<file path="config.mk">
export PLATFORM = sky130hd
export DESIGN_NAME = vram_host_writer
export DESIGN_NICKNAME = d
export VERILOG_FILES = /design/src/rtl/vram_pkg.sv /design/src/rtl/sync_fifo.sv /design/src/rtl/vram_host_writer.sv
export SDC_FILE = /design/constraint.sdc
export NUM_CORES = 1
export LEC_CHECK = 0
export CORE_ASPECT_RATIO = 0.9
export CORE_UTILIZATION = 30
export CTS_BUF_LIST = sky130_fd_sc_hd__clkbuf_16
export CTS_CLUSTER_DIAMETER = 80
export CTS_CLUSTER_SIZE = 10
export DETAILED_ROUTE_END_ITERATION = 12
export HOLD_SLACK_MARGIN = 0.15
export PLACE_DENSITY_LB_ADDON = 0.3
export SLEW_MARGIN = 5
export SYNTH_ARGS = -nofsm -noshare
export SYNTH_HDL_FRONTEND = slang
export SYNTH_HIERARCHICAL = 1
export SYNTH_SLANG_ARGS = --single-unit
</file>
<file path="constraint.sdc">
create_clock -name clk -period 4.1 [get_ports clk]
set_input_delay 0.82 -clock clk [delete_from_list [all_inputs] [get_ports clk]]
set_output_delay 0.82 -clock clk [all_outputs]
set_load 0.005 [all_outputs]
</file>
<file path="src/rtl/vram_pkg.sv">
// rtl/vram_pkg.sv - shared codes, command layout and state encodings for vram_host_writer
package vram_pkg;

  localparam int DATA_W   = 16;
  localparam int TGT_W    = 2;
  localparam int PAL_AW   = 10;
  localparam int LEN_LSB  = 0;
  localparam int DATA_LSB = 12;
  localparam int ADDR_LSB = 28;
  localparam int TGT_LSB  = 40;
  localparam int OP_BIT   = 42;
  localparam int CMD_W    = 43;

  typedef enum logic [1:0] {
    TGT_CHAR = 2'd0,
    TGT_CDAT = 2'd1,
    TGT_PAL  = 2'd2,
    TGT_RSVD = 2'd3
  } tgt_e;

  typedef enum logic {
    OP_WRITE = 1'b0,
    OP_FILL  = 1'b1
  } op_e;

  typedef enum logic {
    ST_IDLE  = 1'b0,
    ST_WRITE = 1'b1
  } state_e;

endpackage

</file>
<file path="src/rtl/sync_fifo.sv">
// rtl/sync_fifo.sv - single-clock command FIFO; head entry read straight from the register array
module sync_fifo #(
  parameter int WIDTH = 8,
  parameter int AW    = 2
) (
  input  logic             clk,
  input  logic             rst,
  input  logic             push,
  input  logic [WIDTH-1:0] wr_data,
  input  logic             pop,
  output logic [WIDTH-1:0] rd_data,
  output logic             full,
  output logic             empty
);

  localparam int DEPTH = 1 << AW;

  logic [WIDTH-1:0] r_mem [DEPTH];
  logic [AW-1:0]    r_wptr;
  logic [AW-1:0]    r_rptr;
  logic [AW:0]      r_count;
  logic             w_do_push;
  logic             w_do_pop;

  assign full      = (r_count == DEPTH[AW:0]);
  assign empty     = (r_count == '0);
  assign w_do_push = push && !full;
  assign w_do_pop  = pop && !empty;
  assign rd_data   = r_mem[r_rptr];

  always_ff @(posedge clk) begin
    if (w_do_push) r_mem[r_wptr] <= wr_data;
  end

  always_ff @(posedge clk) begin
    if (rst) begin
      r_wptr  <= '0;
      r_rptr  <= '0;
      r_count <= '0;
    end else begin
      if (w_do_push) r_wptr <= r_wptr + AW'(1);
      if (w_do_pop)  r_rptr <= r_rptr + AW'(1);
      case ({w_do_push, w_do_pop})
        2'b10:   r_count <= r_count + (AW+1)'(1);
        2'b01:   r_count <= r_count - (AW+1)'(1);
        default: r_count <= r_count;
      endcase
    end
  end

endmodule

</file>
<file path="src/rtl/vram_host_writer.sv">
// rtl/vram_host_writer.sv - queues host write/fill commands and replays them as VRAM port-A strobes
// Optional VRAM_VBLANK_GATE_EN: pop and strobe only while vblank is high.
module vram_host_writer
  import vram_pkg::*;
#(
  parameter int FIFO_AW = 2,
  parameter int ADDR_W  = 12
) (
  input  logic              clk,
  input  logic              rst,
  input  logic              cmd_valid,
  output logic              cmd_ready,
  input  logic              cmd_op,
  input  logic [1:0]        cmd_target,
  input  logic [ADDR_W-1:0] cmd_addr,
  input  logic [15:0]       cmd_data,
  input  logic [ADDR_W-1:0] cmd_len,
  input  logic              vblank,
  output logic              char_ena,
  output logic              char_wr,
  output logic [ADDR_W-1:0] char_addr,
  output logic [7:0]        char_din,
  output logic              cdat_ena,
  output logic              cdat_wr,
  output logic [ADDR_W-1:0] cdat_addr,
  output logic [7:0]        cdat_din,
  output logic              pal_ena,
  output logic              pal_wr,
  output logic [9:0]        pal_addr,
  output logic [15:0]       pal_din,
  output logic              busy,
  output logic              err
);

  localparam int F_DATA = ADDR_W;
  localparam int F_ADDR = ADDR_W + DATA_W;
  localparam int F_TGT  = 2 * ADDR_W + DATA_W;
  localparam int F_OP   = F_TGT + TGT_W;
  localparam int W_CMD  = F_OP + 1;

  logic [W_CMD-1:0]  w_wr_cmd;
  logic [W_CMD-1:0]  w_rd_cmd;
  logic              w_full;
  logic              w_empty;
  logic              w_push;
  logic              w_pop;
  logic              w_gate;
  logic              w_strobe;
  logic              w_adv;
  state_e            r_state;
  state_e            w_state_nxt;
  tgt_e              r_cur_tgt;
  logic [ADDR_W-1:0] r_cur_addr;
  logic [15:0]       r_cur_data;
  logic [ADDR_W-1:0] r_rem;
  logic              r_char_str;
  logic              r_cdat_str;
  logic              r_pal_str;
  logic              r_err;

  assign cmd_ready = !w_full && !rst;
  assign w_push    = cmd_valid && cmd_ready;
  assign w_wr_cmd  = {cmd_op, cmd_target, cmd_addr, cmd_data, cmd_len};

  sync_fifo #(.WIDTH(W_CMD), .AW(FIFO_AW)) u_cmd_fifo (
    .clk     (clk),
    .rst     (rst),
    .push    (w_push),
    .wr_data (w_wr_cmd),
    .pop     (w_pop),
    .rd_data (w_rd_cmd),
    .full    (w_full),
    .empty   (w_empty)
  );

`ifdef VRAM_VBLANK_GATE_EN
  assign w_gate = vblank;
`else
  logic w_unused_vblank;
  assign w_unused_vblank = vblank;
  assign w_gate = 1'b1;
`endif

  always_comb begin
    w_state_nxt = r_state;
    w_pop       = 1'b0;
    w_strobe    = 1'b0;
    w_adv       = 1'b0;
    case (r_state)
      ST_IDLE: begin
        if (!w_empty && w_gate) begin
          w_pop       = 1'b1;
          w_state_nxt = ST_WRITE;
        end
      end
      ST_WRITE: begin
        // A closed gate freezes address and remaining count so the fill resumes in place.
        if (w_gate) begin
          w_strobe = 1'b1;
          if (r_rem == '0) w_state_nxt = ST_IDLE;
          else             w_adv       = 1'b1;
        end
      end
      default: w_state_nxt = ST_IDLE;
    endcase
  end

  always_ff @(posedge clk) begin
    if (rst) begin
      r_state    <= ST_IDLE;
      r_cur_tgt  <= TGT_CHAR;
      r_cur_addr <= '0;
      r_cur_data <= '0;
      r_rem      <= '0;
      r_err      <= 1'b0;
      r_char_str <= 1'b0;
      r_cdat_str <= 1'b0;
      r_pal_str  <= 1'b0;
      char_addr  <= '0;
      char_din   <= '0;
      cdat_addr  <= '0;
      cdat_din   <= '0;
      pal_addr   <= '0;
      pal_din    <= '0;
    end else begin
      r_state <= w_state_nxt;
      if (w_pop) begin
        r_cur_tgt  <= tgt_e'(w_rd_cmd[F_TGT +: TGT_W]);
        r_cur_addr <= w_rd_cmd[F_ADDR +: ADDR_W];
        r_cur_data <= w_rd_cmd[F_DATA +: DATA_W];
        r_rem      <= (w_rd_cmd[F_OP] == OP_FILL) ? w_rd_cmd[ADDR_W-1:0] : '0;
        if (tgt_e'(w_rd_cmd[F_TGT +: TGT_W]) == TGT_RSVD) r_err <= 1'b1;
      end else if (w_adv) begin
        r_cur_addr <= r_cur_addr + ADDR_W'(1);
        r_rem      <= r_rem - ADDR_W'(1);
      end
      r_char_str <= w_strobe && (r_cur_tgt == TGT_CHAR);
      r_cdat_str <= w_strobe && (r_cur_tgt == TGT_CDAT);
      r_pal_str  <= w_strobe && (r_cur_tgt == TGT_PAL);
      if (w_strobe && r_cur_tgt == TGT_CHAR) begin
        char_addr <= r_cur_addr;
        char_din  <= r_cur_data[7:0];
      end
      if (w_strobe && r_cur_tgt == TGT_CDAT) begin
        cdat_addr <= r_cur_addr;
        cdat_din  <= r_cur_data[7:0];
      end
      if (w_strobe && r_cur_tgt == TGT_PAL) begin
        pal_addr <= r_cur_addr[PAL_AW-1:0];
        pal_din  <= r_cur_data;
      end
    end
  end

  assign char_ena = r_char_str;
  assign char_wr  = r_char_str;
  assign cdat_ena = r_cdat_str;
  assign cdat_wr  = r_cdat_str;
  assign pal_ena  = r_pal_str;
  assign pal_wr   = r_pal_str;
  assign err      = r_err;
  // Counting the strobe registers keeps busy high through the last visible write.
  assign busy     = !w_empty || (r_state != ST_IDLE) || r_char_str || r_cdat_str || r_pal_str;

endmodule

</file>
==> impl_metrics.tcl, run 1 <==
set metrics [dict create \
    status "finished clean" \
    crit_fanout 6 \
    place_inst 1428 \
    cts_tree "built" \
    critPathTopFamily "simple AND/OR/NAND/NOR gates" \
    finalCriticalPeriod_ns 3.30 \
    grt_max_degree 62 \
    core_area_mm2 0.0373 \
    powerDensity_mw_per_mm2 575 \
    reg2reg_to "u_cmd_fifo/r_count[2]$_SDFFE_PP0P_" \
    yosys-top-cells-count "187 x nand2_1, 172 x edfxtp_1, 122 x dfxtp_1" \
    drv_slew 0 \
    gp_congestion 0.786 \
    hp-start "pal_din[8]$_SDFFE_PP0P_" \
    grt_pass1_vias 7162 \
    drt-initial-drc-count 497 \
    postCtsSetupBuffers 0 \
    synth-edff-count 172 \
    hold_path_class "flip-flop to flip-flop" \
    min_to "pal_din[8]$_SDFFE_PP0P_" \
    syn_area_mm2 0.0114 \
    synthTopCellsByArea "edfxtp_1 45%, dfxtp_1 21%, mux4_2 7.9%, nand2_1 6.2%, a21oi_1 4.6%" \
    path_buf_inv 1 \
    power_frac_clock_pct 34.3 \
    synthToLayoutAreaGrowth_pct 23.6 \
    holdPathStages 2 \
    synth_cell_types 65 \
    timing.final.ws_setup_ns 0.795 \
    antenna_found_initial 3 \
    ys_warn_count 6 \
    p_leak_nw 4.50 \
    synth_sequential_area_ratio_pct 66.9 \
    vias 7158 \
    hpwlAfterDp_mm 17.4 \
    comb_power_share_pct 20.5 \
    post-route-util_pct 37.7 \
    place_ws_ns 1.03 \
    synth_fp_nets 920 \
    fmax_mhz 303 \
    p_sw_mw 2.47 \
    synth_most_common_cell "nand2_1" \
    dieArea_mm2 0.0387 \
    syn_inst 864 \
    startpoint_type "flip-flop" \
    period_share_pct 80.6 \
    synthArstFlopShare_pct 0 \
    grtUsageTotal_pct 14.2 \
    num_rows 67 \
    drc 0 \
    fin_skew_ns 0.0189 \
    cts_inserted_buffers 35 \
    antenna_left 0 \
    hold_viol 0 \
    maxCapViolCount 0 \
    synth-main-ff-cell "edfxtp_1" \
    cp.arrival_ns 2.48 \
    io_buffer_count 120 \
    clock_latency_ns 0.53 \
    cts_resized 0 \
    cts_buffer_depth 3 \
    r2r_slack_ns 1.48 \
    yosysTopAreaCellShare_pct 45.4 \
    numClockSinks 294 \
    r2r_start "u_cmd_fifo/r_count[2]$_SDFFE_PP0P_" \
    setup_violations 0 \
    crit_path_cell_trace "nor3_2 -> nand2b_1 -> or4_1 -> clkdlybuf4s50_1" \
    cts_hold_repair.buffers 0 \
    die_h_um 187 \
    sw_frac_of_total_pct 30.5 \
    nNetsFinal 1038 \
    first_pass_iters 5 \
    cts_root_buf "clkbuf_16" \
    slowest_stage "or4_1" \
    initial_core_util_pct 30.5 \
    pin_count 122 \
    finalNonFillerCells 1489 \
    internal_power_mw 5.62 \
    yosysTopAreaCell "edfxtp_1" \
    fin_tns_setup_ns 0 \
    drt_wl_total_mm 27.7 \
    ys_seq_elements 294 \
    clk_pin_slew_worst_paths_ns 0.06 \
    grt_pass1_wl_mm 42.6 \
    htree_levels 2 \
    grt_setup_unrepaired "no" \
    setup.worst_path.end_class "output port" \
    grt_overflow_total 0 \
    via_per_inst 4.81 \
    wl_per_cell_um 18.6 \
    max_stage_delay_ns 0.46 \
    path_class "flip-flop to output port" \
    power_frac_seq_pct 45.2 \
    relSlewSlack_pct 33.0 \
    worstPathRequired_ns 3.28 \
    drive_gt1_share_pct 11.8 \
    syn_avg_cell_area_um2 13.2 \
    ff2ff_path_depth 12 \
    worstMarginPinSlew_ns 0.991 \
    die_w_um 207 \
    ir_drop_uv 328 \
]
-- state kept, by name, indices dropped and copies added, names as in the netlist, 3 cells and up, named ones only --
signal,cells
r_cur_data,16
pal_din,16
u_cmd_fifo/r_count,3
r_rem,12
pal_addr,10
char_din,8
char_addr,12
u_cmd_fifo/r_mem,172
cdat_din,8
r_cur_addr,12
cdat_addr,12
-- power by group through the flow --
stage | combinational [mW] | clock, mW | sequential (mW)
6_report | 1.66 | 2.78 | 3.65
5_1_grt | 1.84 | 2.98 | 3.68
4_1_cts | 1.67 | 2.85 | 3.65
3_5_place_dp | 1.67 | 0 | 3.71
3_3_place_gp | 1.65 | 0 | 3.70
2_1_floorplan | 1.31 | 0 | 3.54
-- per-stage QoR --
stage / power (mW) / instance area, µm² / hold WS (ns)
floorplan: 4.85 / 11400 / 0.432
global placement: 5.35 / 13000 / 0.438
detailed placement: 5.37 / 13000 / 0.446
CTS: 8.17 / 14100 / 0.454
global route: 8.50 / 14100 / 0.466
finish: 8.08 / 14100 / 0.451
-- how the worst max path moves through the flow --
stage,startpoint,end,slack (ns),cells past startpoint
floorplan,rst,u_cmd_fifo/r_mem[0][0]$_DFFE_PP_,1.11,6
global placement,cmd_valid,u_cmd_fifo/r_mem[0][42]$_DFFE_PP_,1.03,6
detailed placement,cmd_valid,u_cmd_fifo/r_mem[3][7]$_DFFE_PP_,1.03,6
CTS,u_cmd_fifo/r_count[1]$_SDFFE_PP0P_,busy,0.79,4
global route,u_cmd_fifo/r_count[1]$_SDFFE_PP0P_,busy,0.68,4
finish,u_cmd_fifo/r_count[1]$_SDFFE_PP0P_,busy,0.80,4
-- logic make-up (layout without fill, tap and decap cells) --
logic type | after synthesis | count (layout) | share of synthesized area, %
adder cells (fa/ha/maj) | 9 | 9 | 1.06
XOR/XNOR | 3 | 3 | 0.231
other | 0 | 1 | 0
flip-flops | 294 | 294 | 66.9
AND/OR/NAND/NOR | 274 | 274 | 10.7
multiplexers | 45 | 45 | 8.79
buffers and inverters | 76 | 217 | 3.63
AO/OA/AOI/OAI | 163 | 163 | 8.68
-- per-layer routing --
metal  GRT usage (%)  part of all wire, %  vias to the layer above
li1                -                    -                     3409
met1            19.6                   47                     3529
met2            22.1                   45                      174
met3            3.58                  5.7                       42
met4            4.22                  1.7                        4
met5               0                0.083                        -
-- layout by cell type (no fill, tap or decap), types with 21 or more instances in the layout --
cell / Yosys / final
nor2_1: 21 / 21
mux4_2: 40 / 40
clkbuf_16: 0 / 36
dfxtp_1: 122 / 120
clkdlybuf4s50_1: 0 / 119
a21oi_1: 104 / 104
edfxtp_1: 172 / 172
inv_1: 19 / 38
nand2_1: 187 / 187
-- layout make-up --
cell class,count,area [µm²]
Fill cell,3535,23200
Clock buffer,36,901
Multi-Input combinational cell,494,3370
Antenna cell,1,2.50
Tap cell,483,604
Inverter,19,71.3
Clock inverter,24,131
Sequential cell,294,7610
Timing Repair Buffer,138,1370
-- worst register-to-register path: cells and delay by family (launching register included) --
kind | cells | cell delay (ns)
fa+ha+maj | 2 | 0.57
flops | 1 | 0.40
xor+xnor | 1 | 0.16
simple gates | 5 | 1.03
buf+inv | 3 | 0.25
compound gates | 1 | 0.14
Note: power is estimated with default switching activity, not from simulation.
==> run 2, diff against run 1 <==
==> constraint.sdc (replaced) <==
create_clock -name clk -period 2.9 [get_ports clk]
set_input_delay 0.58 -clock clk [delete_from_list [all_inputs] [get_ports clk]]
set_output_delay 0.58 -clock clk [all_outputs]
set_load 0.005 [all_outputs]
==> run 2 against run 1 <==
Compared with the run above:
- die area did not move
- register-to-register slack got worse by 1.1 ns
- cell count rose by 0.40%
- flip-flop and latch count did not move
- clock power rose by 37%
- first-iteration DRC count fell by 24%
- power rose by 41%
- combinational power rose by 49%
- final area rose by 0.75%
- core utilization rose by 0.28 points
- largest cell class unchanged
==> impl_metrics.tcl, run 2 (synthesized netlist as in run 1, its figures left out) <==
set metrics [dict create \
    hold_viol 0 \
    hpwlAfterDp_mm 17.6 \
    powerDensity_mw_per_mm2 802 \
    place_inst 1438 \
    timing.final.ws_setup_ns 0.169 \
    largest_reg_flops 172 \
    design_area_mm2 0.0142 \
    worstMarginPinSlew_ns 1.03 \
    post-route-util_pct 38.0 \
    drv_slew 0 \
    path_class "flip-flop to output port" \
    period_share_pct 94.2 \
    ff2ff_path_depth 12 \
    cts_tree "built" \
    fin_tns_setup_ns 0 \
    cts_hold_repair.buffers 0 \
    cp.arrival_ns 2.15 \
    grt_pass1_vias 7064 \
    cts_inserted_buffers 35 \
    grt_overflow_total 0 \
    core_area_mm2 0.0373 \
    holdPathStages 2 \
    hold_path_class "flip-flop to flip-flop" \
    grtUsageTotal_pct 13.8 \
    synthToLayoutAreaGrowth_pct 24.5 \
    relSlewSlack_pct 31.5 \
    total_power_mw 11.4 \
    clk_pin_slew_worst_paths_ns 0.05 \
    first_pass_iters 4 \
    sw_frac_of_total_pct 29.7 \
    drive_gt1_share_pct 12.9 \
    crit_fanout 5 \
    multiInputGateArea_mm2 0.00337 \
    startpoint_type "flip-flop" \
    cts_buffer_depth 3 \
    die_w_um 207 \
    finalCriticalPeriod_ns 2.73 \
    numClockSinks 294 \
    setup.worst_path.end_class "output port" \
    io_buffer_count 120 \
    power_frac_clock_pct 33.6 \
    fill_cells 3543 \
    clock_latency_ns 0.52 \
    diodes 0 \
    antenna_left 0 \
    p_sw_mw 3.37 \
    gp_congestion 0.796 \
    place_ws_ns 0.289 \
    fmax_mhz 366 \
    die_h_um 187 \
    comb_power_share_pct 21.8 \
    antenna_found_initial 2 \
    layout_common_cells "187 x nand2_1, 172 x edfxtp_1, 120 x dfxtp_1, 119 x clkdlybuf4s50_1, 104 x a21oi_1" \
    worstPathRequired_ns 2.32 \
    placed_cell_area_mm2 0.0131 \
    setup_violations 0 \
    fin_skew_ns 0.0171 \
    vias 7234 \
    wl_per_cell_um 17.9 \
    grt_setup_unrepaired "no" \
    regArea_mm2 0.00761 \
    finalNonFillerCells 1495 \
    final_common_cell "nand2_1" \
    num_rows 67 \
    status "finished clean" \
    regMostFlops "u_cmd_fifo/r_mem" \
    cts_root_buf "clkbuf_16" \
    via_per_inst 4.84 \
    biggestRegsByFlops "u_cmd_fifo/r_mem (172), pal_din (16), r_cur_data (16)" \
    grt_pass1_wl_mm 41.5 \
    drt_wl_total_mm 26.8 \
    p_leak_nw 4.55 \
    initial_core_util_pct 30.5 \
    dieArea_mm2 0.0387 \
    drt-initial-drc-count 376 \
    hold_ws_ns 0.453 \
    drc 0 \
    pin_count 122 \
    ir_drop_uv 317 \
    internal_power_mw 7.99 \
    power_frac_seq_pct 44.6 \
    maxCapViolCount 0 \
    nNetsFinal 1049 \
    htree_levels 2 \
    grt_max_degree 93 \
]
[run 2: cell types whose count changed in the layout (fill, tap and decap cells not counted), sizes merged]
cell / delta
diode: -1
buf: +11
clkinv: -2
inv: -2
[run 2: final cells by class]
type | count | share of cell area, %
sequential | 294 | 53.7
multi-input combinational | 494 | 23.8
timing repair buffer | 149 | 10.6
clock buffer | 36 | 6.36
tap | 483 | 4.27
clock inverter | 20 | 0.689
inverter | 19 | 0.504
[run 2: power groups by stage]
stage / sequential, mW / clock, mW / combinational, mW
finish: 5.07 / 3.82 / 2.48
global route: 5.12 / 4.11 / 2.72
CTS: 5.07 / 3.94 / 2.48
detailed placement: 5.15 / 0 / 2.46
global placement: 5.14 / 0 / 2.44
floorplan: 5.01 / 0 / 1.85
[run 2: path summary, 6_finish.rpt]
check | startpoint | end | slack, ns
hold reg to reg | char_addr[5]$_SDFFE_PP0P_ | char_addr[5]$_SDFFE_PP0P_ | 0.45
setup reg to reg | u_cmd_fifo/r_count[2]$_SDFFE_PP0P_ | u_cmd_fifo/r_count[2]$_SDFFE_PP0P_ | 0.39
setup / recovery | u_cmd_fifo/r_count[0]$_SDFFE_PP0P_ | busy | 0.17
hold / removal | char_addr[5]$_SDFFE_PP0P_ | char_addr[5]$_SDFFE_PP0P_ | 0.45
[run 2: what timing repair did]
| item | CTS | global route |
|---|---|---|
| pin swaps | 0 | 1 |
| resized for setup | 2 | 0 |
| setup endpoints to repair | 1 | 1 |
| setup buffers | 0 | 1 |
[run 2: critical path: stages (launching register included)]
cell	delay, ns
dfxtp_1	0.38
nor3_4	0.22
nand2b_2	0.16
or4_1	0.43
clkdlybuf4s50_1	0.46
[run 2: metal layers]
metal | routed length (µm) | global-route usage (%) | vias up | share of wire (%)
li1 | - | - | 3429 | -
met1 | 12900 | 20.2 | 3548 | 48
met2 | 11700 | 20.0 | 213 | 44
met3 | 1540 | 3.16 | 40 | 5.8
met4 | 574 | 4.42 | 4 | 2.1
met5 | 32 | 0 | - | 0.12
==> run 3, diff against run 2 <==
--- a/config.mk
+++ b/config.mk
@@ -5,12 +5,12 @@
 export SDC_FILE = /design/constraint.sdc
 export NUM_CORES = 1
 export LEC_CHECK = 0
-export CORE_ASPECT_RATIO = 0.9
 export CORE_UTILIZATION = 30
 export CTS_BUF_LIST = sky130_fd_sc_hd__clkbuf_16
 export CTS_CLUSTER_DIAMETER = 80
 export CTS_CLUSTER_SIZE = 10
 export DETAILED_ROUTE_END_ITERATION = 12
+export DONT_BUFFER_PORTS = 1
 export HOLD_SLACK_MARGIN = 0.15
 export PLACE_DENSITY_LB_ADDON = 0.3
 export SLEW_MARGIN = 5
==> constraint.sdc (replaced) <==
create_clock -name clk -period 2.8 [get_ports clk]
set_input_delay 0.56 -clock clk [delete_from_list [all_inputs] [get_ports clk]]
set_output_delay 0.56 -clock clk [all_outputs]
set_load 0.005 [all_outputs]
==> run 3 against run 2 <==
Compared with the run above:
- highest routed layer unchanged
- global-route usage up 0.36 points
- final area down 5.2%
- power up 3.3%
- count of clock-buffer cells in the layout up 1
- sequential power up 4.1%
- critical path type is now flip-flop to flip-flop
==> impl_metrics.tcl, run 3 (synthesized netlist as in run 1, its figures left out) <==
set metrics [dict create \
    status "finished clean" \
    relSlewSlack_pct 46.1 \
    gp_congestion 0.803 \
    worstPathRequired_ns 3.24 \
    ir_drop_uv 387 \
    hold_viol 0 \
    grt_overflow_total 0 \
    largest_reg_flops 172 \
    setup.worst_path.end_class "flip-flop" \
    powerDensity_mw_per_mm2 874 \
    p_leak_nw 4.28 \
    cp.arrival_ns 3.03 \
    clock_latency_ns 0.52 \
    cts_tree "built" \
    startpoint_type "flip-flop" \
    nNetsFinal 968 \
    cpMostUsedCell "inv_1" \
    drc 0 \
    postCtsSetupBuffers 0 \
    final_common_cell "nand2_1" \
    dieArea_mm2 0.0387 \
    placed_cell_area_mm2 0.0119 \
    period_share_pct 92.7 \
    drt_wl_total_mm 27.0 \
    finalCriticalPeriod_ns 2.59 \
    biggestRegsByFlops "u_cmd_fifo/r_mem (172), pal_din (16), r_cur_data (16)" \
    htree_levels 2 \
    maxCapViolCount 0 \
    vias 6963 \
    design_area_mm2 0.0134 \
    hold_path_class "input pin to flip-flop" \
    die_w_um 197 \
    cts_buffer_depth 3 \
    fill_cells 3642 \
    path_class "flip-flop to flip-flop" \
    regMostFlops "u_cmd_fifo/r_mem" \
    grtUsageTotal_pct 14.1 \
    numClockSinks 294 \
    fmax_mhz 385 \
    wl_per_cell_um 18.7 \
    antenna_left 0 \
    first_pass_iters 4 \
    drt-initial-drc-count 455 \
    crit_path_cell_trace "nor3b_2 -> nor2_1 -> and2_1 -> inv_1 -> nor2_2 -> inv_1 -> ha_1 -> inv_1 -> fa_1 -> xor2_1 -> or3_1 -> a21oi_1" \
    drive_gt1_share_pct 13.5 \
    slowest_stage "dfxtp_1" \
    hpwlAfterDp_mm 16.8 \
    grt_pass1_vias 6855 \
    layout_common_cells "187 x nand2_1, 172 x edfxtp_1, 118 x dfxtp_1, 104 x a21oi_1, 44 x dlygate4sd3_1" \
    drv_slew 0 \
    grt_pass1_wl_mm 41.8 \
    fin_skew_ns 0.0109 \
    die_h_um 197 \
    fin_tns_setup_ns 0 \
    cts_root_buf "clkbuf_16" \
    pin_count 122 \
    worstMarginPinSlew_ns 0.808 \
    clk_pin_slew_worst_paths_ns 0.05 \
    max_stage_delay_ns 0.39 \
    setup_violations 0 \
    initial_core_util_pct 30.8 \
    via_per_inst 4.84 \
    synthToLayoutAreaGrowth_pct 18.0 \
    antenna_found_initial 4 \
    num_rows 70 \
    cts_inserted_buffers 35 \
    io_buffer_count 0 \
    grt_setup_unrepaired "no" \
    grt_max_degree 111 \
    crit_fanout 6 \
    core_area_mm2 0.0370 \
]
[run 3: cell type report]
class	instances	area, µm²	area share, %
tap	504	631	4.70
multi-input combinational	494	3370	25.1
timing repair buffer	68	716	5.33
clock inverter	20	92.6	0.690
antenna	3	7.51	0.0559
clock buffer	37	926	6.90
sequential	294	7610	56.7
inverter	19	71.3	0.531
[run 3: worst max-delay path, delay by kind of cell (launching register included)]
kind            cells  cell delay (ns)
xor+xnor            1             0.16
compound gates      1             0.14
flops               1             0.39
buf+inv             3             0.23
simple gates        5             1.06
fa+ha+maj           2             0.54
[run 3: worst paths after layout]
check,to,cells past startpoint,slack (ns),from
worst max-delay path,u_cmd_fifo/r_count[2]$_SDFFE_PP0P_,12,0.21,u_cmd_fifo/r_count[2]$_SDFFE_PP0P_
worst min register to register,pal_din[8]$_SDFFE_PP0P_,2,0.45,r_cur_data[8]$_SDFFE_PP0P_
worst max register to register,u_cmd_fifo/r_count[2]$_SDFFE_PP0P_,12,0.21,u_cmd_fifo/r_count[2]$_SDFFE_PP0P_
worst min-delay path,r_state$_SDFF_PP0_,1,0.21,rst
[run 3: repair_timing]
action | in CTS | in global routing
gates resized for setup | 0 | 0
hold buffers | 45 | 0
endpoints found under the hold margin | 283 | 0
[run 3: through the flow]
step | cells | power (mW) | worst slack (ns) | hold WS (ns) | utilization (%)
finish | 1439 | 11.7 | 0.206 | 0.206 | 36.3
global route | 1438 | 12.4 | 0.0739 | 0.198 | 36.3
CTS | 1436 | 11.9 | 0.213 | 0.181 | 36.3
detailed placement | 1334 | 7.71 | 0.243 | 0.439 | 32.3
global placement | 1334 | 7.69 | 0.256 | 0.435 | 32.3
floorplan | 864 | 7.10 | 0.0141 | 0.432 | -
[run 3: where the power goes]
part	leakage [nW]	internal (mW)	switching [mW]	total, mW
registers	2.55	4.90	0.374	5.28
clock network	0.560	2.36	1.66	4.02
logic	1.17	0.966	1.47	2.44
total	4.28	8.23	3.51	11.7
[run 3: metal layers]
metal | vias up | routed length, µm | share of wire [%] | global-route usage, %
li1 | 3275 | - | - | -
met1 | 3458 | 12500 | 46 | 19.4
met2 | 178 | 12100 | 45 | 21.5
met3 | 48 | 1740 | 6.5 | 3.85
met4 | 4 | 640 | 2.4 | 4.71
met5 | - | 23 | 0.085 | 0
==> edit 1: new RTL, settings of run 1 <==
Register the output `err` once more, without a reset; this adds one clock of latency there. The other outputs are not delayed to match.
--- a/src/rtl/vram_host_writer.sv
+++ b/src/rtl/vram_host_writer.sv
@@ -160,3 +160,5 @@
   assign pal_wr   = r_pal_str;
-  assign err      = r_err;
+  always_ff @(posedge clk) begin
+    err <= r_err;
+  end
   // Counting the strobe registers keeps busy high through the last visible write.
Formal check against the unedited RTL: not equivalent (a bounded check fails within 4 cycles, from zero or initial values and one cycle with rst high).
==> edit 1 against run 1 <==
  * Clock skew down 0.0034 ns
  * First-iteration DRC count up 0.80%
  * Largest power group unchanged
  * Design area about the same
  * Routed wire length down 1.2%
  * Critical path type unchanged
  * Synthesized area up 0.18%
  * Count of clock-buffer cells in the layout unchanged
  * Largest cell class unchanged
  * Via count up 0.81%
  * Sequential power about the same
  * Setup slack better by 0.061 ns
  * Total power down 0.13%
  * Combinational power about the same
  * Sequential cell count up 1
==> edit 1: results (changes against run 1) <==
* Clock skew at 0.0155 ns (-0.00338 ns)
* Port buffer count at 120 (unchanged)
* Vias in the first global route at 6977 (-2.6%)
* Initial drt markers at 501 (+0.80%)
* Worst r2r src: u_cmd_fifo/r_count[0]
* Setup slack, reg-to-reg at 1.40 ns (-0.08 ns)
* Metal3 WL at 1580 microns (+0.38%)
* Async SR Flop Fraction at 0 (unchanged)
* Worst path slowest cell: or4_1
* CTS buffer count at 36 (+2.9%)
* Biggest regs: u_cmd_fifo/r_mem: 172 flops, pal_din: 16 flops, r_cur_data: 16 flops
* Top cells by count, synth: nand2_1, edfxtp_1, dfxtp_1
* Highest routed metal layer: met5
* Via-to-Cell Ratio at 4.84 (+0.68%)
* WL met1 at 13000 microns (about the same)
* Status: finished clean
* Worst skew pair latency at about 0.52 ns
* Pleak at 0.00451 uW (+0.37%)
* Antenna violations before repair at 4 (+1)
* Yosys warnings at 6 (unchanged)
* Hold Path Origin: r_err
* GRT Total Usage at 0.140 (-0.00222)
* Clock buffer depth at 3 (unchanged)
* Relative slew slack at 0.360 (+0.0292)
* Inst Count DP at 1429 (+0.070%)
* Max VDD drop at 0.000291 V (-11%)
* Hold Crit Class: flip-flop to flip-flop
* Worst R2R Path Depth at 12 (unchanged)
* Number of nets in the layout at 1040 (+0.19%)
* Share of cells above drive strength 1 at 0.120 (+0.00175)
* Layout Cells excl Fill at 1491 (+0.13%)
* First-pass detailed-route iteration total at 5 (unchanged)
* Ranking of synthesized cells by area: edfxtp_1, dfxtp_1, mux4_2, nand2_1, a21oi_1
* First-pass GRT wire length at 42100 microns (-1.1%)
* Largest net degree at the start of global routing at 51 (-18%)
* Post-synthesis sequential area ratio at 0.670 (about the same)
* Most common flop cell mapped by yosys: edfxtp_1
* Syn Nets at 921 (+0.11%)
* CTS resizes at 0 (unchanged)
* Syn Inst Count at 865 (+0.12%)
* Yosys cell types at 65 (unchanged)
* Post-DP HPWL at 17600 microns (+0.69%)
* Met2 wire len at 12100 microns (-3.8%)
* WHS at 0.365 ns (-0.0863 ns)
* Hold path endpoint: err
* Crit path max fanout at 6 (unchanged)
* Detailed Route WL at 27300 microns (-1.2%)
* CTS root buf: clkbuf_16
* Hold path depth at 0 (-2)
* Filler Cells Inserted at 3539 (+0.11%)
* Setup bufs post-CTS at 0 (unchanged)
* Crit path DAT at 2.42 ns (-0.06 ns)
* Post-place setup slack at 1.04 ns (+0.0126 ns)
* Worst r2r dst: u_cmd_fifo/r_count[2]
* GPL Wtd Cong at 0.779 (-0.89%)
## edit 1: cells by family after synthesis
logic type,share of synthesized area
flops,0.670
buf+inv,0.0362
compound gates,0.0867
simple gates,0.107
mux,0.0878
xor+xnor,0.00231
fa+ha+maj,0.0105
## edit 1: worst max path at each step
stage | start | to | slack [ns]
final | u_cmd_fifo/r_count[1] | busy | 0.86
after global routing | u_cmd_fifo/r_count[0] | busy | 0.72
after CTS | u_cmd_fifo/r_count[1] | busy | 0.83
after detailed placement | cmd_valid | u_cmd_fifo/r_mem[2][8] | 1.04
after global placement | cmd_valid | u_cmd_fifo/r_mem[2][8] | 1.08
after floorplan | rst | u_cmd_fifo/r_mem[0][0] | 1.11
## edit 1: area by class of cell
class / count / area [sq um] / share of cell area
Sequential cell: 295 / 7630 / 0.542
Multi-Input combinational cell: 494 / 3370 / 0.239
Timing Repair Buffer: 138 / 1360 / 0.0966
Clock buffer: 36 / 901 / 0.0640
Tap cell: 483 / 604 / 0.0429
Clock inverter: 25 / 138 / 0.00978
Inverter: 19 / 71.3 / 0.00507
Antenna cell: 1 / 2.50 / 0.000178
## edit 1: per-stage QoR
step | total power [uW] | cell area, sq um | utilization
floorplan | 4860 | 11400 | -
global placement | 5350 | 13000 | 0.349
detailed placement | 5370 | 13000 | 0.349
CTS | 8170 | 14100 | 0.377
global route | 8490 | 14100 | 0.377
finish | 8070 | 14100 | 0.377
## edit 1: per-layer routing
| layer | global-route usage | up-vias |
|---|---|---|
| met3 | 0.0332 | 47 |
| met5 | 0 | - |
| met4 | 0.0425 | 4 |
| met2 | 0.210 | 183 |
| met1 | 0.201 | 3566 |
| li1 | - | 3416 |
## edit 1: where the power goes
part / switching (uW) / internal (uW) / total (uW)
clock: 1180 / 1600 / 2780
combinational: 976 / 680 / 1660
sequential: 281 / 3360 / 3640
==> edit 2: new RTL, config.mk and constraints of run 1 <==
Without the edit above. Set the parameter `ADDR_W` to 10 (it was 12).
--- a/src/rtl/vram_host_writer.sv
+++ b/src/rtl/vram_host_writer.sv
@@ -6,3 +6,3 @@
   parameter int FIFO_AW = 2,
-  parameter int ADDR_W  = 12
+  parameter int ADDR_W  = 10
 ) (
Ports: changed (resized cdat_addr, char_addr, cmd_addr and cmd_len); port bits go from 122 to 114. No check against the original RTL was run, so the function may have changed too.
==> edit 2 against run 1 <==
  * Core utilization decreased by 0.25 points
  * Routed wire length shrank 16%
  * Clock skew is 0.0026 ns lower
  * Global-route usage shrank 0.87 points
  * Design area is 9.4% lower
  * Critical path depth is the same
  * Clock power decreased by 18%
  * Sequential cell count decreased by 24
  * Synthesized area fell by 8.9%
  * Setup slack worse by 0.31 ns
  * Sequential power fell by 10%
  * Total power fell by 14%
  * Critical path type unchanged
==> edit 2: results (changes against run 1) <==
* Crit path max fanout at 6 (unchanged)
* EDFF count, synth at 156 (-9.3%)
* Antenna violations before repair at 5 (+2)
* Max VDD drop at 0.000270 V (-18%)
* Post-synthesis sequential area ratio at 0.672 (+0.00321)
* Wire length per cell at 16.9 microns (-9.2%)
* Syn Nets at 847 (-7.9%)
* Detailed Route WL at 23300 microns (-16%)
* First-pass GRT wire length at 36300 microns (-15%)
* Ranking of synthesized cells by area: edfxtp_1, dfxtp_1, mux4_2, nand2_1, a21oi_1
* Yosys cell types at 57 (-12%)
* DR vias at 6437 (-10%)
* Async SR Flop Fraction at 0 (unchanged)
* Yosys warnings at 6 (unchanged)
* CTS H-Tree Depth at 1 (-1)
* Clock buffer depth at 3 (unchanged)
* First-pass detailed-route iteration total at 4 (-1)
* Port buffer count at 112 (-6.7%)
* Worst r2r src: u_cmd_fifo/r_count[2]
* Initial drt markers at 435 (-12%)
* Filler Cells Inserted at 3295 (-6.8%)
* Hold Path Origin: pal_addr[5]
* Hold path endpoint: pal_addr[5]
* Worst skew pair latency at 0.55 ns (+0.02 ns)
* Delay of the slowest cell on the worst path at 0.62 ns (+0.16 ns)
* Post-DP HPWL at 14900 microns (-15%)
* Pleak at 0.00408 uW (-9.3%)
* Clock skew at 0.0163 ns (-0.00261 ns)
* GRT Total Usage at 0.134 (-0.00871)
* Worst R2R Path Depth at 12 (unchanged)
* GPL Wtd Cong at 0.734 (-6.6%)
* Top cells by count, synth: nand2_1, edfxtp_1, dfxtp_1
* Biggest regs: u_cmd_fifo/r_mem: 156 flops, pal_din: 16 flops, r_cur_data: 16 flops
* Hold path depth at 2 (unchanged)
* Vias in the first global route at 6256 (-13%)
* Number of nets in the layout at 948 (-8.7%)
* Inst Count DP at 1327 (-7.1%)
* Worst path slowest cell: nor3_1
* Share of cells above drive strength 1 at 0.116 (-0.00243)
* CTS root buf: clkbuf_16
* Hold Crit Class: flip-flop to flip-flop
* CTS resizes at 0 (unchanged)
* Setup bufs post-CTS at 0 (unchanged)
* Crit path DAT at 2.79 ns (+0.31 ns)
* Largest net degree at the start of global routing at 83 (+34%)
* WHS at 0.451 ns (-0.000694 ns)
* CTS buffer count at 30 (-14%)
* Syn Inst Count at 796 (-7.9%)
* Status: finished clean
* Worst r2r dst: u_cmd_fifo/r_count[2]
* Relative slew slack at 0.277 (-0.0538)
* Most common flop cell mapped by yosys: edfxtp_1
* Setup slack, reg-to-reg at 1.41 ns (-0.07 ns)
## edit 2: worst max-delay path: cells and delay by family (launching register included)
| family | cells | cell delay, ns |
|---|---|---|
| buffers and inverters | 1 | 0.45 |
| AND/OR/NAND/NOR | 3 | 1.46 |
| flip-flops | 1 | 0.35 |
## edit 2: worst max path at each step
stage / startpoint / to / slack [ns] / cells after the start
after global routing: u_cmd_fifo/r_count[0] / busy / 0.34 / 4
final: u_cmd_fifo/r_count[1] / busy / 0.49 / 4
after global placement: u_cmd_fifo/r_count[1] / busy / 1.07 / 4
after CTS: u_cmd_fifo/r_count[1] / busy / 0.43 / 4
after floorplan: u_cmd_fifo/r_count[0] / u_cmd_fifo/r_count[2] / 1.21 / 14
after detailed placement: u_cmd_fifo/r_count[1] / busy / 1.04 / 4
## edit 2: final cells by class
class,count,area share
timing repair buffer,127,0.0986
inverter,13,0.00383
clock inverter,19,0.00658
antenna,2,0.000393
sequential,270,0.547
tap,462,0.0454
multi-input combinational,455,0.239
clock buffer,30,0.0589
## edit 2: power by group
group	total, uW	switching, uW	internal, uW
Sequential	3270	213	3060
Combinational	1370	808	565
Clock	2290	989	1300
## edit 2: layer usage
layer / track usage / vias to the layer above / routed length, microns
li1: - / 3099 / -
met1: 0.187 / 3142 / 11100
met2: 0.203 / 156 / 10000
met3: 0.0393 / 34 / 1690
met4: 0.0304 / 6 / 395
met5: 0 / - / 41
## edit 2: cell families after synthesis
family,Yosys count,share of synthesized area
DFF,270,0.672
and+or+nand+nor,251,0.107
muxes,41,0.0867
AOI/OAI and AO/OA,152,0.0872
adders and majority gates,8,0.0104
buffers and inverters,71,0.0342
xor gates and xnor gates,3,0.00254
## edit 2: per-stage QoR
step | setup WS (ns) | area, sq um
2_1_floorplan | 1.21 | 10400
3_3_place_gp | 1.07 | 11900
3_5_place_dp | 1.04 | 11900
4_1_cts | 0.435 | 12700
5_1_grt | 0.344 | 12700
6_report | 0.487 | 12700
